**src/rtl/nrisc_bus_target.sv**
```systemverilog
// nrisc_bus_target: bus-side responder for the NRISC-Aurora data bus window.
// Serves a local STATUS register or forwards commands to a peripheral over a
// req/ack handshake bounded by a timeout, then returns a one-cycle BUS_ack.
module nrisc_bus_target #(
  parameter int unsigned TAM     = 16,
  parameter int unsigned N_DData = 8,
  parameter int unsigned TIMEOUT = 16
) (
  input  logic               clk,
  input  logic               rst,
  input  logic [N_DData-1:0] BUS_addr,
  input  logic [TAM-1:0]     BUS_wdata,
  input  logic               BUS_strobe,
  output logic [TAM-1:0]     BUS_rdata,
  output logic               BUS_ack,
  output logic               BUS_busy,
  output logic [N_DData-2:0] PER_addr,
  output logic [TAM-1:0]     PER_wdata,
  output logic               PER_we,
  output logic               PER_req,
  input  logic [TAM-1:0]     PER_rdata,
  input  logic               PER_ack
);

  localparam int unsigned IW = N_DData - 1;
  localparam int unsigned CW = $clog2(TIMEOUT + 1);

  typedef enum logic [1:0] {IDLE, REQ, RESP} state_t;

  state_t        state;
  logic [CW-1:0] cnt;
  logic [5:0]    err_cnt;
  logic          overrun;
  logic          last_to;
  logic [TAM-1:0] status_word;

  // Assemble the STATUS register view from its individual fields
  always_comb begin
    status_word      = '0;
    status_word[7:2] = err_cnt;
    status_word[1]   = overrun;
    status_word[0]   = last_to;
  end

  // Command FSM with registered bus/peripheral outputs and status bookkeeping
  always_ff @(posedge clk or negedge rst) begin
    if (!rst) begin
      state     <= IDLE;
      cnt       <= '0;
      err_cnt   <= '0;
      overrun   <= 1'b0;
      last_to   <= 1'b0;
      BUS_rdata <= '0;
      BUS_ack   <= 1'b0;
      BUS_busy  <= 1'b0;
      PER_addr  <= '0;
      PER_wdata <= '0;
      PER_we    <= 1'b0;
      PER_req   <= 1'b0;
    end else begin
      BUS_ack <= 1'b0;
      case (state)
        IDLE: begin
          if (BUS_strobe) begin
            BUS_busy <= 1'b1;
            if (&BUS_addr[IW-1:0]) begin
              // STATUS access completes locally; a write clears all fields
              // on entry to RESP so a following read already sees zero.
              state   <= RESP;
              BUS_ack <= 1'b1;
              if (BUS_addr[N_DData-1]) begin
                err_cnt <= '0;
                overrun <= 1'b0;
                last_to <= 1'b0;
              end else begin
                BUS_rdata <= status_word;
              end
            end else begin
              state     <= REQ;
              cnt       <= '0;
              PER_req   <= 1'b1;
              PER_addr  <= BUS_addr[IW-1:0];
              PER_wdata <= BUS_wdata;
              PER_we    <= BUS_addr[N_DData-1];
            end
          end
        end
        REQ: begin
          if (BUS_strobe) overrun <= 1'b1;
          if (PER_ack) begin
            if (!PER_we) BUS_rdata <= PER_rdata;
            last_to <= 1'b0;
            PER_req <= 1'b0;
            BUS_ack <= 1'b1;
            state   <= RESP;
          end else if (cnt == CW'(TIMEOUT - 1)) begin
            BUS_rdata <= '1;
            last_to   <= 1'b1;
            if (err_cnt != 6'h3F) err_cnt <= err_cnt + 6'd1;
            PER_req   <= 1'b0;
            BUS_ack   <= 1'b1;
            state     <= RESP;
          end else begin
            cnt <= cnt + 1'b1;
          end
        end
        RESP: begin
          if (BUS_strobe) overrun <= 1'b1;
          BUS_busy <= 1'b0;
          cnt      <= '0;
          state    <= IDLE;
        end
        default: begin
          state    <= IDLE;
          BUS_busy <= 1'b0;
          PER_req  <= 1'b0;
        end
      endcase
    end
  end

endmodule

```
**config.mk**
```make
export PLATFORM = sky130hd
export DESIGN_NAME = nrisc_bus_target
export DESIGN_NICKNAME = d
export VERILOG_FILES = /design/src/rtl/nrisc_bus_target.sv
export SDC_FILE = /design/constraint.sdc
export NUM_CORES = 1
export LEC_CHECK = 0
export ABC_CLOCK_PERIOD_IN_PS = 2950
export CELL_PAD_IN_SITES_DETAIL_PLACEMENT = 1
export CELL_PAD_IN_SITES_GLOBAL_PLACEMENT = 2
export CORE_ASPECT_RATIO = 1.4
export CORE_MARGIN = 5
export CORE_UTILIZATION = 39
export DETAILED_ROUTE_END_ITERATION = 7
export DONT_BUFFER_PORTS = 1
export PLACE_DENSITY = 0.79
export SLEW_MARGIN = 25
export SYNTH_ARGS = -nofsm -noshare
export SYNTH_HDL_FRONTEND = slang
export SYNTH_SLANG_ARGS = --single-unit
```
**constraint.sdc**
```tcl
create_clock -name clk -period 2.95 [get_ports clk]
set_input_delay 0.59 -clock clk [delete_from_list [all_inputs] [get_ports clk]]
set_output_delay 0.59 -clock clk [all_outputs]
set_load 0.03 [all_outputs]
```
Yosys cells after proc, flatten, opt, wreduce, memory -nomap -nowiden:

Index checks and enable logic that the tools add are counted.

* output and inout port bits: 43
* input bits: 44
* flip-flop bits (word level): 58

* muxes and demuxes: 43
* equal/unequal tests: 16
* reductions and logical operators: 15
* add/subtract/negate cells: 2
* bitwise gates (word level): 3

Operators with widths (count)
* 16-bit two-way mux: 6
* 6-bit two-way mux: 6
* 16-bit one-hot mux with 2 select lines: 1
* 5-bit two-way mux: 4
* 2-bit inequality test, second input constant: 9
* 5-bit one-hot mux with 3 select lines: 1
* 5-bit AND reduction: 3
* 1-bit two-way mux: 14
* 7-bit AND reduction: 2
* 6-bit one-hot mux with 2 select lines: 1
* 2-bit two-way mux: 4
* 1-bit one-hot mux with 2 select lines: 4
* 6-bit by 1-bit adder with 6-bit output, second input constant: 1
* 3-bit inequality test, second input constant: 2
* 6-bit inequality test, second input constant: 1
* 6-bit AND reduction: 1
* 5-bit by 1-bit adder with 5-bit output, second input constant: 1
* 5-bit by 4-bit equality test with 1-bit output, second input constant: 1
* 2-bit one-hot mux with 2 select lines: 1
* 2-bit AND reduction: 2
* 4-bit AND reduction: 1
* 2-bit nonzero test: 2
* 1-bit inverter: 3
* 1-bit one-hot mux with 3 select lines: 1
* 7 further kinds: 7

Logic depth before layout (Yosys ltp):

Gate-level depths: netlist of the first run.

* depth after elaboration: 5
* mapped depth: 9
* gate-level depth less buffers: 7

Least setup slack after synthesis of the first run:

Ideal clock, no wire load.

* path type: reg-to-reg
* from: register cnt[0]
* to: register err_cnt[0]
* buffers on the path: 1
* library setup time: 0.125 ns
* clock period less this slack: 2.118 ns
* cell stages (with the launch flop): 9
* setup slack: 0.832 ns
* data arrival time: 1.992 ns
* cells stage by stage: dfrtp_1 ha_1 and3_1 ha_1 nor2b_1 o22ai_1 or3_1 buf_2 mux2_4

* longest elaborated chain between the ends: 3

RTL lines
* start: declaration: line 31 `logic [CW-1:0] cnt;`
* start signal: assignment: line 104 `cnt <= cnt + 1'b1;`
* 5-bit by 4-bit equality test with 1-bit output: line 96 `end else if (cnt == CW'(TIMEOUT - 1)) begin`
* 2-bit inequality test (no source line)
* 7-bit AND reduction (no source line)
* end signal: assignment: line 99 `if (err_cnt != 6'h3F) err_cnt <= err_cnt + 6'd1;`
* end: declaration: line 32 `logic [5:0] err_cnt;`

Every way passes these cells.
A chain may end at the register's enable or synchronous reset.

Final worst setup path of the first run:

* from: register state[0]
* to: register BUS_rdata[0]

* longest elaborated chain between the ends: 3
* elaborated cells on any way between the ends: 10

RTL lines
* start: declaration: line 30 `state_t state;`
* start signal: assignment: line 48 `state <= IDLE;`
* start signal: assignment: line 69 `state <= RESP;`
* start signal: assignment: line 79 `state <= REQ;`
* 2-bit by 1-bit equality test with 1-bit output or 2-bit logical NOT (tied branches): line 62 `case (state)`
* 3-bit inequality test (no source line) (tied with other cells)
* 6-bit AND reduction (no source line)
* end signal: assignment: line 76 `BUS_rdata <= status_word;`
* end signal: assignment: line 91 `if (!PER_we) BUS_rdata <= PER_rdata;`
* end: declaration: line 14 `output logic [TAM-1:0] BUS_rdata,`

Several ways; a longest one is shown, not always the timed one.

==> impl_metrics.json, run 1 <==
{
  "reg2regPathDepth": 6,
  "cp_max_fo": 16,
  "slowest_stage": "a221o_1",
  "fp.coreArea_um2": 6937,
  "cp-end-kind": "register",
  "final_hold_viol_count": 0,
  "drc": 0,
  "post_cts_buffers": 0,
  "finalSetupViolCount": 0,
  "dp_hpwl_mm": 4.674,
  "fillers": 764,
  "grt_pass1_wl_mm": 10.52,
  "finalNonFillerCells": 349,
  "port_buffers": 0,
  "vias": 1900,
  "hold_path.class": "in2async",
  "ys_seq_area_share_pct": 52.51,
  "ctsRootBufferMaster": "clkbuf_8",
  "drt_iter0_drc": 44,
  "drv_cap": 0,
  "critPathLaunchType": "register",
  "start_util_pct": 39.84,
  "worstPathCellList": "inv_1, ha_1, nand2_1, o32a_1, a221o_1, mux2i_1",
  "syn_area_per_cell_um2": 11.19,
  "yosys-top-cells-area": "dfrtp_1 (53%), mux2_2 (10%), mux2i_1 (6.9%)",
  "p_leak_nw": 1.411,
  "vias_per_cell": 5.444,
  "synth_nets": 298,
  "final_common_cell": "dfrtp_1",
  "fin_area_um2": 3038,
  "nets": 301,
  "critPathTopFamily": "compound AO/OA/AOI/OAI gates",
  "crit_cells": 6,
  "crit_required_ns": 3.13,
  "power.density_nw_per_um2": 1187,
  "first_pass_iters": 4,
  "min_period_ns": 2.394,
  "ff2ff_setup_slack_ns": 0.56,
  "fp.dieW_um": 81.15,
  "criticalPathCategory": "reg2reg",
  "fp-row-count": 36,
  "ios": 87,
  "r2r-end": "BUS_rdata[0]$_DFFE_PN0P_",
  "irDropWorstVdd_v": 0.0004930,
  "grt_max_degree": 59,
  "yosysUniqueCellTypes": 36,
  "ant_nets": 0,
  "dpl-instance-area_um2": 2839,
  "yosys_warnings": 0,
  "synth_area_leader_cell": "dfrtp_1",
  "mostFrequentLayoutCells": "dfrtp_1 (58), inv_1 (27), mux2_2 (25), mux2i_1 (19), o21ai_0 (15)",
  "slowest_delay_ns": 0.64,
  "die_area_um2": 8894,
  "clkTransAtPathRegs_ns": 0.07,
  "finClkSkew_ns": 0.01466,
  "area.growth.synth_to_final_pct": 9.914,
  "clock_latency_ns": 0.35,
  "cts_max_path_buffers": 2,
  "tns_ns": 0,
  "detail_route.wl_per_cell_um": 18.38,
  "antenna_found_initial": 0,
  "cts.sinks": 58,
  "top_usage_layer": "met2",
  "gp_congestion": 0.7347,
  "max_slew_margin_pct": 36.96,
  "track_usage_pct": 15.75,
  "gr-usage-met1_pct": 17.52,
  "tightest_slew_ns": 0.9453,
  "num_antenna_cells": 0,
  "startpoint": "state[0]$_DFFE_PN0P_",
  "arrival_ns": 2.57,
  "grt.met3_usage_pct": 7.295,
  "period_share_pct": 81.14,
  "rsz0062_at_grt": "no",
  "wl_mm": 6.413,
  "syn-cell-area_um2": 2764,
  "cp_num_buf_inv": 1,
  "die_h_um": 109.6,
  "overflow": 0,
  "cts_buffers": 9,
  "synth_top_area_share_pct": 52.51,
  "cts_tree": "yes",
  "grt_util_met2_pct": 25.44,
  "synth_seq_cells": 58,
  "grt_pass1_vias": 2117,
  "drive_above_1_share_pct": 17.32,
  "clock.fmax_ghz": 0.4178,
  "netlist_instances": 247,
  "slew_violations": 0,
  "r2r_start": "state[0]$_DFFE_PN0P_",
  "htreeDepth": 3,
  "dpl.cell_count": 333,
  "status": "complete, no violations"
}
[metal layers]
layer	routed length, µm	part of all wire, %
met1	2459	38
met2	3188	50
met3	645	10
met4	120	1.9
met5	0	0
[power by group]
group	internal, mW	total, mW	switching (mW)
clock network	0.345	0.644	0.299
logic	0.470	0.984	0.514
registers	1.14	1.98	0.840
[flip-flops by register name, indices dropped and copies added, names as in the netlist]
register   flops
PER_req        1
BUS_ack        1
state          2
err_cnt        6
cnt            5
BUS_rdata     16
overrun        1
PER_we         1
BUS_busy       1
PER_addr       7
last_to        1
PER_wdata     16
[kinds of logic after synthesis]
kind of cell / count (synthesis) / share of synthesized area (%)
muxes: 45 / 17.61
buffers and inverters: 39 / 6.066
adders and majority gates: 7 / 3.169
AOI/OAI and AO/OA: 52 / 12.00
DFF: 58 / 52.51
and+or+nand+nor: 46 / 8.646
[cell usage after synthesis]
| cell type | instances |
|---|---|
| a211o_1 | 1 |
| a21o_1 | 1 |
| a21oi_1 | 7 |
| a221o_1 | 1 |
| a31oi_1 | 1 |
| and3_1 | 2 |
| and4_2 | 1 |
| buf_2 | 5 |
| buf_4 | 2 |
| buf_6 | 1 |
| clkbuf_1 | 4 |
| dfrtp_1 | 58 |
| ha_1 | 7 |
| inv_1 | 27 |
| mux2_2 | 25 |
| mux2_4 | 1 |
| mux2i_1 | 19 |
| nand2_1 | 12 |
| nand2b_1 | 3 |
| nand3_1 | 9 |
| nand4_1 | 1 |
| nor2_1 | 6 |
| nor2b_1 | 1 |
| nor3_1 | 2 |
| nor3b_1 | 1 |
| nor4_1 | 2 |
| nor4b_1 | 1 |
| o211ai_1 | 4 |
| o21a_1 | 2 |
| o21ai_0 | 15 |
| o221ai_1 | 3 |
| o22ai_1 | 10 |
| o31ai_1 | 6 |
| o32a_1 | 1 |
| or3_1 | 3 |
| or4_1 | 2 |
[metrics by stage]
step | hold WS (ns) | power, mW | util (%) | worst slack (ns)
floorplan | 0.2944 | 2.728 | - | 0.8324
global placement | 0.2961 | 2.940 | 40.93 | 0.5869
detailed placement | 0.2960 | 2.984 | 40.93 | 0.5478
CTS | 0.1105 | 3.661 | 43.80 | 0.5327
global route | 0.1075 | 3.865 | 43.80 | 0.3347
finish | 0.09925 | 3.605 | 43.80 | 0.5562
[area by class of cell]
type                            instances  area (µm²)  share of cell area, %
Sequential cell                        58        1451                  47.78
Clock buffer                           13       158.9                  5.231
Clock inverter                          2       12.51                 0.4119
Timing Repair Buffer                    4       50.05                  1.647
Multi-Input combinational cell        150        1145                  37.69
Tap cell                               95       118.9                  3.913
Inverter                               27       101.3                  3.336
[repair_timing]
item | 4_1_cts | 5_1_grt
setup endpoints to repair | 0 | 0
resized for setup | 0 | 0
hold buffers | 1 | 0
endpoints found under the hold margin | 58 | 0
[worst max path at each step]
stage,slack [ns],end
after floorplan,0.83,err_cnt[0]$_DFFE_PN0P_
after global placement,0.59,err_cnt[0]$_DFFE_PN0P_
after detailed placement,0.55,BUS_rdata[0]$_DFFE_PN0P_
after CTS,0.53,BUS_rdata[0]$_DFFE_PN0P_
after global routing,0.33,BUS_rdata[3]$_DFFE_PN0P_
final,0.56,BUS_rdata[0]$_DFFE_PN0P_
No activity file was read; power rests on OpenSTA's default activity.
==> run 2: changes to the inputs <==
ABC_CLOCK_PERIOD_IN_PS = 2500   (was 2950)
clock period = 2.5 ns   (was 2.95 ns; I/O delays follow)
==> impl_metrics.json, run 2 (same netlist as run 1, synthesis figures left out) <==
{
  "p_switching_mw": 1.963,
  "htreeDepth": 3,
  "fp.dieW_um": 81.15,
  "ctsRootBufferMaster": "clkbuf_8",
  "die_area_um2": 8894,
  "drt_iter0_drc": 69,
  "antenna_found_initial": 0,
  "finalPower_mw": 4.683,
  "period_share_pct": 90.35,
  "comb_power_share_pct": 25.6,
  "detail_route.wl_per_cell_um": 18.32,
  "max_slew_margin_pct": 77.01,
  "grt_pass1_wl_mm": 10.98,
  "p_seq_share_pct": 49.8,
  "area.growth.synth_to_final_pct": 14.98,
  "fp-row-count": 36,
  "fp.coreArea_um2": 6937,
  "criticalPathCategory": "reg2reg",
  "ios": 87,
  "grt_max_degree": 59,
  "final_common_cell": "dfrtp_1",
  "nets": 307,
  "swShare_pct": 41.91,
  "drc": 0,
  "crit_required_ns": 2.74,
  "cp_max_fo": 16,
  "die_h_um": 109.6,
  "vias_per_cell": 5.410,
  "gp_congestion": 0.7720,
  "vias": 1926,
  "first_pass_iters": 4,
  "pwr-share-clk_pct": 24.6,
  "final_hold_viol_count": 0,
  "clkTransAtPathRegs_ns": 0.06,
  "critPathLaunchType": "register",
  "ff2ff_setup_slack_ns": 0.24,
  "arrival_ns": 2.50,
  "finalSetupViolCount": 0,
  "port_buffers": 0,
  "clock.fmax_ghz": 0.4427,
  "drive_above_1_share_pct": 19.92,
  "rsz0062_at_grt": "no",
  "hold_path.class": "in2async",
  "min_period_ns": 2.259,
  "finClkSkew_ns": 0.005848,
  "grt_pass1_vias": 2197,
  "post_cts_buffers": 0,
  "clock_latency_ns": 0.33,
  "start_util_pct": 39.84,
  "slew_violations": 0,
  "dp_hpwl_mm": 4.821,
  "p_int_mw": 2.720,
  "cts_tree": "yes",
  "irDropWorstVdd_v": 0.0006480,
  "tns_ns": 0,
  "status": "complete, no violations",
  "ant_nets": 0,
  "wl_mm": 6.521,
  "num_antenna_cells": 0,
  "overflow": 0,
  "mostFrequentLayoutCells": "dfrtp_1 (58), inv_1 (27), mux2_2 (25), mux2i_1 (19), o21ai_0 (15)",
  "track_usage_pct": 16.14,
  "cts.sinks": 58,
  "tightest_slew_ns": 0.3448,
  "cp-end-kind": "register",
  "cts_max_path_buffers": 2,
  "p_leak_nw": 1.488,
  "reg_top3": "BUS_rdata: 16 flops, PER_wdata: 16 flops, PER_addr: 7 flops",
  "cts_buffers": 9,
  "power.density_nw_per_um2": 1474,
  "cts_resized": 0,
  "drv_cap": 0
}
[run 2: critical path: stages, from the launching register on]
cell,delay (ns)
dfrtp_1,0.40
inv_1,0.11
ha_1,0.35
nand2_1,0.13
o32a_1,0.31
buf_4,0.16
a221o_1,0.27
buf_4,0.23
mux2i_1,0.20
[run 2: routing by layer]
layer / part of all wire (%) / up-vias / GRT usage (%) / wire length (µm)
met3: 10 / 14 / 6.557 / 662
met2: 51 / 80 / 26.73 / 3319
met5: 0 / - / 0 / 0
met4: 2.0 / 0 / 7.488 / 132
li1: - / 895 / - / -
met1: 37 / 937 / 17.92 / 2406
[run 2: cell type report]
type                    count  area (µm²)
clock buffers              11       141.4
well taps                  95       118.9
clock inverters             5       125.1
fillers                   765        3759
inverters                  27       101.3
flip-flops and latches     58        1451
repair buffers             10       95.09
multi-input cells         150        1145
[run 2: stage by stage]
| step | instances | util [%] | worst slack [ns] | cell area (µm²) | hold WS [ns] |
|---|---|---|---|---|---|
| 6_report | 356 | 45.82 | 0.2413 | 3178 | 0.01494 |
| 3_5_place_dp | 339 | 41.58 | 0.2591 | 2884 | 0.2061 |
| 4_1_cts | 356 | 45.82 | 0.2263 | 3178 | 0.03072 |
| 2_1_floorplan | 247 | - | 0.3824 | 2764 | 0.2044 |
| 3_3_place_gp | 339 | 41.58 | 0.3279 | 2884 | 0.2061 |
| 5_1_grt | 356 | 45.82 | 0.09407 | 3178 | 0.02906 |
[run 2: power groups by stage]
| stage | logic, mW | clock network [mW] | registers, mW |
|---|---|---|---|
| after floorplan | 0.972 | 0 | 2.25 |
| after global placement | 1.15 | 0 | 2.35 |
| after detailed placement | 1.19 | 0 | 2.37 |
| after CTS | 1.23 | 1.19 | 2.35 |
| after global routing | 1.36 | 1.23 | 2.40 |
| final | 1.20 | 1.15 | 2.33 |
[run 2: path summary, 6_finish.rpt]
kind / to / start / depth (start not counted)
max: BUS_rdata[0]$_DFFE_PN0P_ / state[0]$_DFFE_PN0P_ / 8
min: PER_req$_DFFE_PN0P_ / rst / 1
max reg2reg: BUS_rdata[0]$_DFFE_PN0P_ / state[0]$_DFFE_PN0P_ / 8
min reg2reg: cnt[1]$_DFFE_PN0P_ / cnt[1]$_DFFE_PN0P_ / 2
max in group asynchronous: BUS_rdata[0]$_DFFE_PN0P_ / rst / 1
min in group clk: PER_wdata[15]$_DFFE_PN0P_ / BUS_wdata[15] / 1
[run 2: repair_timing]
action	in CTS	in global routing
endpoints found under the setup margin	0	0
hold endpoints to repair	58	0
hold buffers	1	0
==> run 3: changes to the inputs <==
==> constraint.sdc (replaced) <==
create_clock -name clk -period 2.5 [get_ports clk]
set_input_delay 0 -clock clk [delete_from_list [all_inputs] [get_ports clk]]
set_output_delay 0 -clock clk [all_outputs]
set_load 0.03 [all_outputs]
==> impl_metrics.json, run 3 (same netlist as run 1, synthesis figures left out) <==
{
  "criticalPathCategory": "reg2reg",
  "grt_pass1_vias": 2433,
  "dp_hpwl_mm": 4.821,
  "clock_latency_ns": 0.33,
  "drv_cap": 0,
  "drive_above_1_share_pct": 17.11,
  "crit_required_ns": 2.71,
  "track_usage_pct": 18.05,
  "cts_tree": "yes",
  "port_buffers": 0,
  "ff2ff_setup_slack_ns": 0.23,
  "die_h_um": 109.6,
  "ant_nets": 0,
  "min_period_ns": 2.266,
  "r2r_start": "state[0]$_DFFE_PN0P_",
  "setup.worst_path.end": "err_cnt[0]$_DFFE_PN0P_",
  "hold_ws_ns": 0.03462,
  "slew_violations": 0,
  "p_leak_nw": 1.668,
  "cts_max_path_buffers": 2,
  "irDropWorstVdd_v": 0.0006438,
  "die_area_um2": 8894,
  "final_hold_viol_count": 0,
  "drc": 0,
  "wl_mm": 7.390,
  "arrival_ns": 2.48,
  "finClkSkew_ns": 0.006251,
  "ios": 87,
  "cts.sinks": 58,
  "cts_resized": 0,
  "fp-row-count": 36,
  "critPathLaunchType": "register",
  "pre_cts_slack_ns": 0.2591,
  "htreeDepth": 3,
  "tns_ns": 0,
  "grt_pass1_wl_mm": 12.25,
  "hold_path.class": "in2reg",
  "gp_congestion": 0.7720,
  "clkTransAtPathRegs_ns": 0.07,
  "startpoint": "state[0]$_DFFE_PN0P_",
  "hold_buffers": 44,
  "area.growth.synth_to_final_pct": 30.56,
  "post_cts_buffers": 0,
  "antenna_found_initial": 0,
  "vias_per_cell": 5.241,
  "ctsRootBufferMaster": "clkbuf_8",
  "start_util_pct": 39.84,
  "finalSetupViolCount": 0,
  "cts_buffers": 9,
  "num_antenna_cells": 0,
  "cp_max_fo": 10,
  "first_pass_iters": 4,
  "r2r-end": "err_cnt[0]$_DFFE_PN0P_",
  "cp-end-kind": "register",
  "worstHoldStart": "PER_ack",
  "fp.dieW_um": 81.15,
  "reg_top3": "BUS_rdata: 16 flops, PER_wdata: 16 flops, PER_addr: 7 flops",
  "detail_route.wl_per_cell_um": 18.52,
  "max_slew_margin_pct": 76.86,
  "overflow": 0,
  "finalNonFillerCells": 399,
  "status": "complete, no violations",
  "fillers": 749,
  "dpl.cell_count": 339,
  "tightest_slew_ns": 0.3471,
  "grt_max_degree": 59,
  "drt_iter0_drc": 60,
  "nets": 350,
  "final_common_cell": "dfrtp_1",
  "fin_ws_ns": 0.2338,
  "rsz0062_at_grt": "no",
  "mostFrequentLayoutCells": "dfrtp_1 (58), dlygate4sd3_1 (43), inv_1 (27), mux2_2 (25), mux2i_1 (19)",
  "reg2regPathDepth": 6,
  "clock.fmax_ghz": 0.4413,
  "power.density_nw_per_um2": 1324,
  "fp.coreArea_um2": 6937,
  "vias": 2091,
  "period_share_pct": 90.65
}
## run 3: changes by cell type in the layout (fill, tap and decap cells not counted)
cell,before,now
dlygate4sd3_1,0,43
## run 3: area by class of cell
type	count	area, µm²	area share [%]
flip-flops and latches	58	1451	40.22
inverters	27	101.3	2.809
repair buffers	53	525.5	14.56
multi-input cells	150	1145	31.73
clock buffers	11	141.4	3.918
clock inverters	5	125.1	3.467
well taps	95	118.9	3.294
## run 3: how the worst min path moves through the flow
stage                                           end  cells past startpoint  slack [ns]
after floorplan                   BUS_ack$_DFF_PN0_                      0       -0.30
after global placement    PER_wdata[15]$_DFFE_PN0P_                      0       -0.29
after detailed placement  PER_wdata[15]$_DFFE_PN0P_                      0       -0.29
after CTS                      state[0]$_DFFE_PN0P_                      3        0.03
after global routing           state[0]$_DFFE_PN0P_                      3        0.05
final                          state[0]$_DFFE_PN0P_                      3        0.03
## run 3: power breakdown
group          total (mW)  switching [mW]  internal [mW]
Clock                1.16           0.374          0.789
Sequential           2.34            1.00           1.34
Combinational        1.27           0.636          0.635
Total                4.78            2.01           2.76
## run 3: metal layers
layer	up-vias	wire length, µm	GRT usage [%]
met5	-	0	0
met4	0	133	7.488
met3	14	642	6.311
met2	83	3812	31.49
met1	1014	2802	19.67
li1	980	-	-
## run 3: per-stage QoR
stage | instance area [µm²] | utilization (%) | total power, mW
floorplan | 2764 | - | 3.219
global placement | 2884 | 41.58 | 3.503
detailed placement | 2884 | 41.58 | 3.552
CTS | 3608 | 52.02 | 4.823
global route | 3608 | 52.02 | 5.076
finish | 3608 | 52.02 | 4.777
## run 3: critical path: stages (launching register included)
cell	delay [ns]
dfrtp_1	0.41
inv_1	0.11
ha_1	0.35
nand2_1	0.13
o32a_1	0.32
or3_1	0.49
mux2_4	0.33
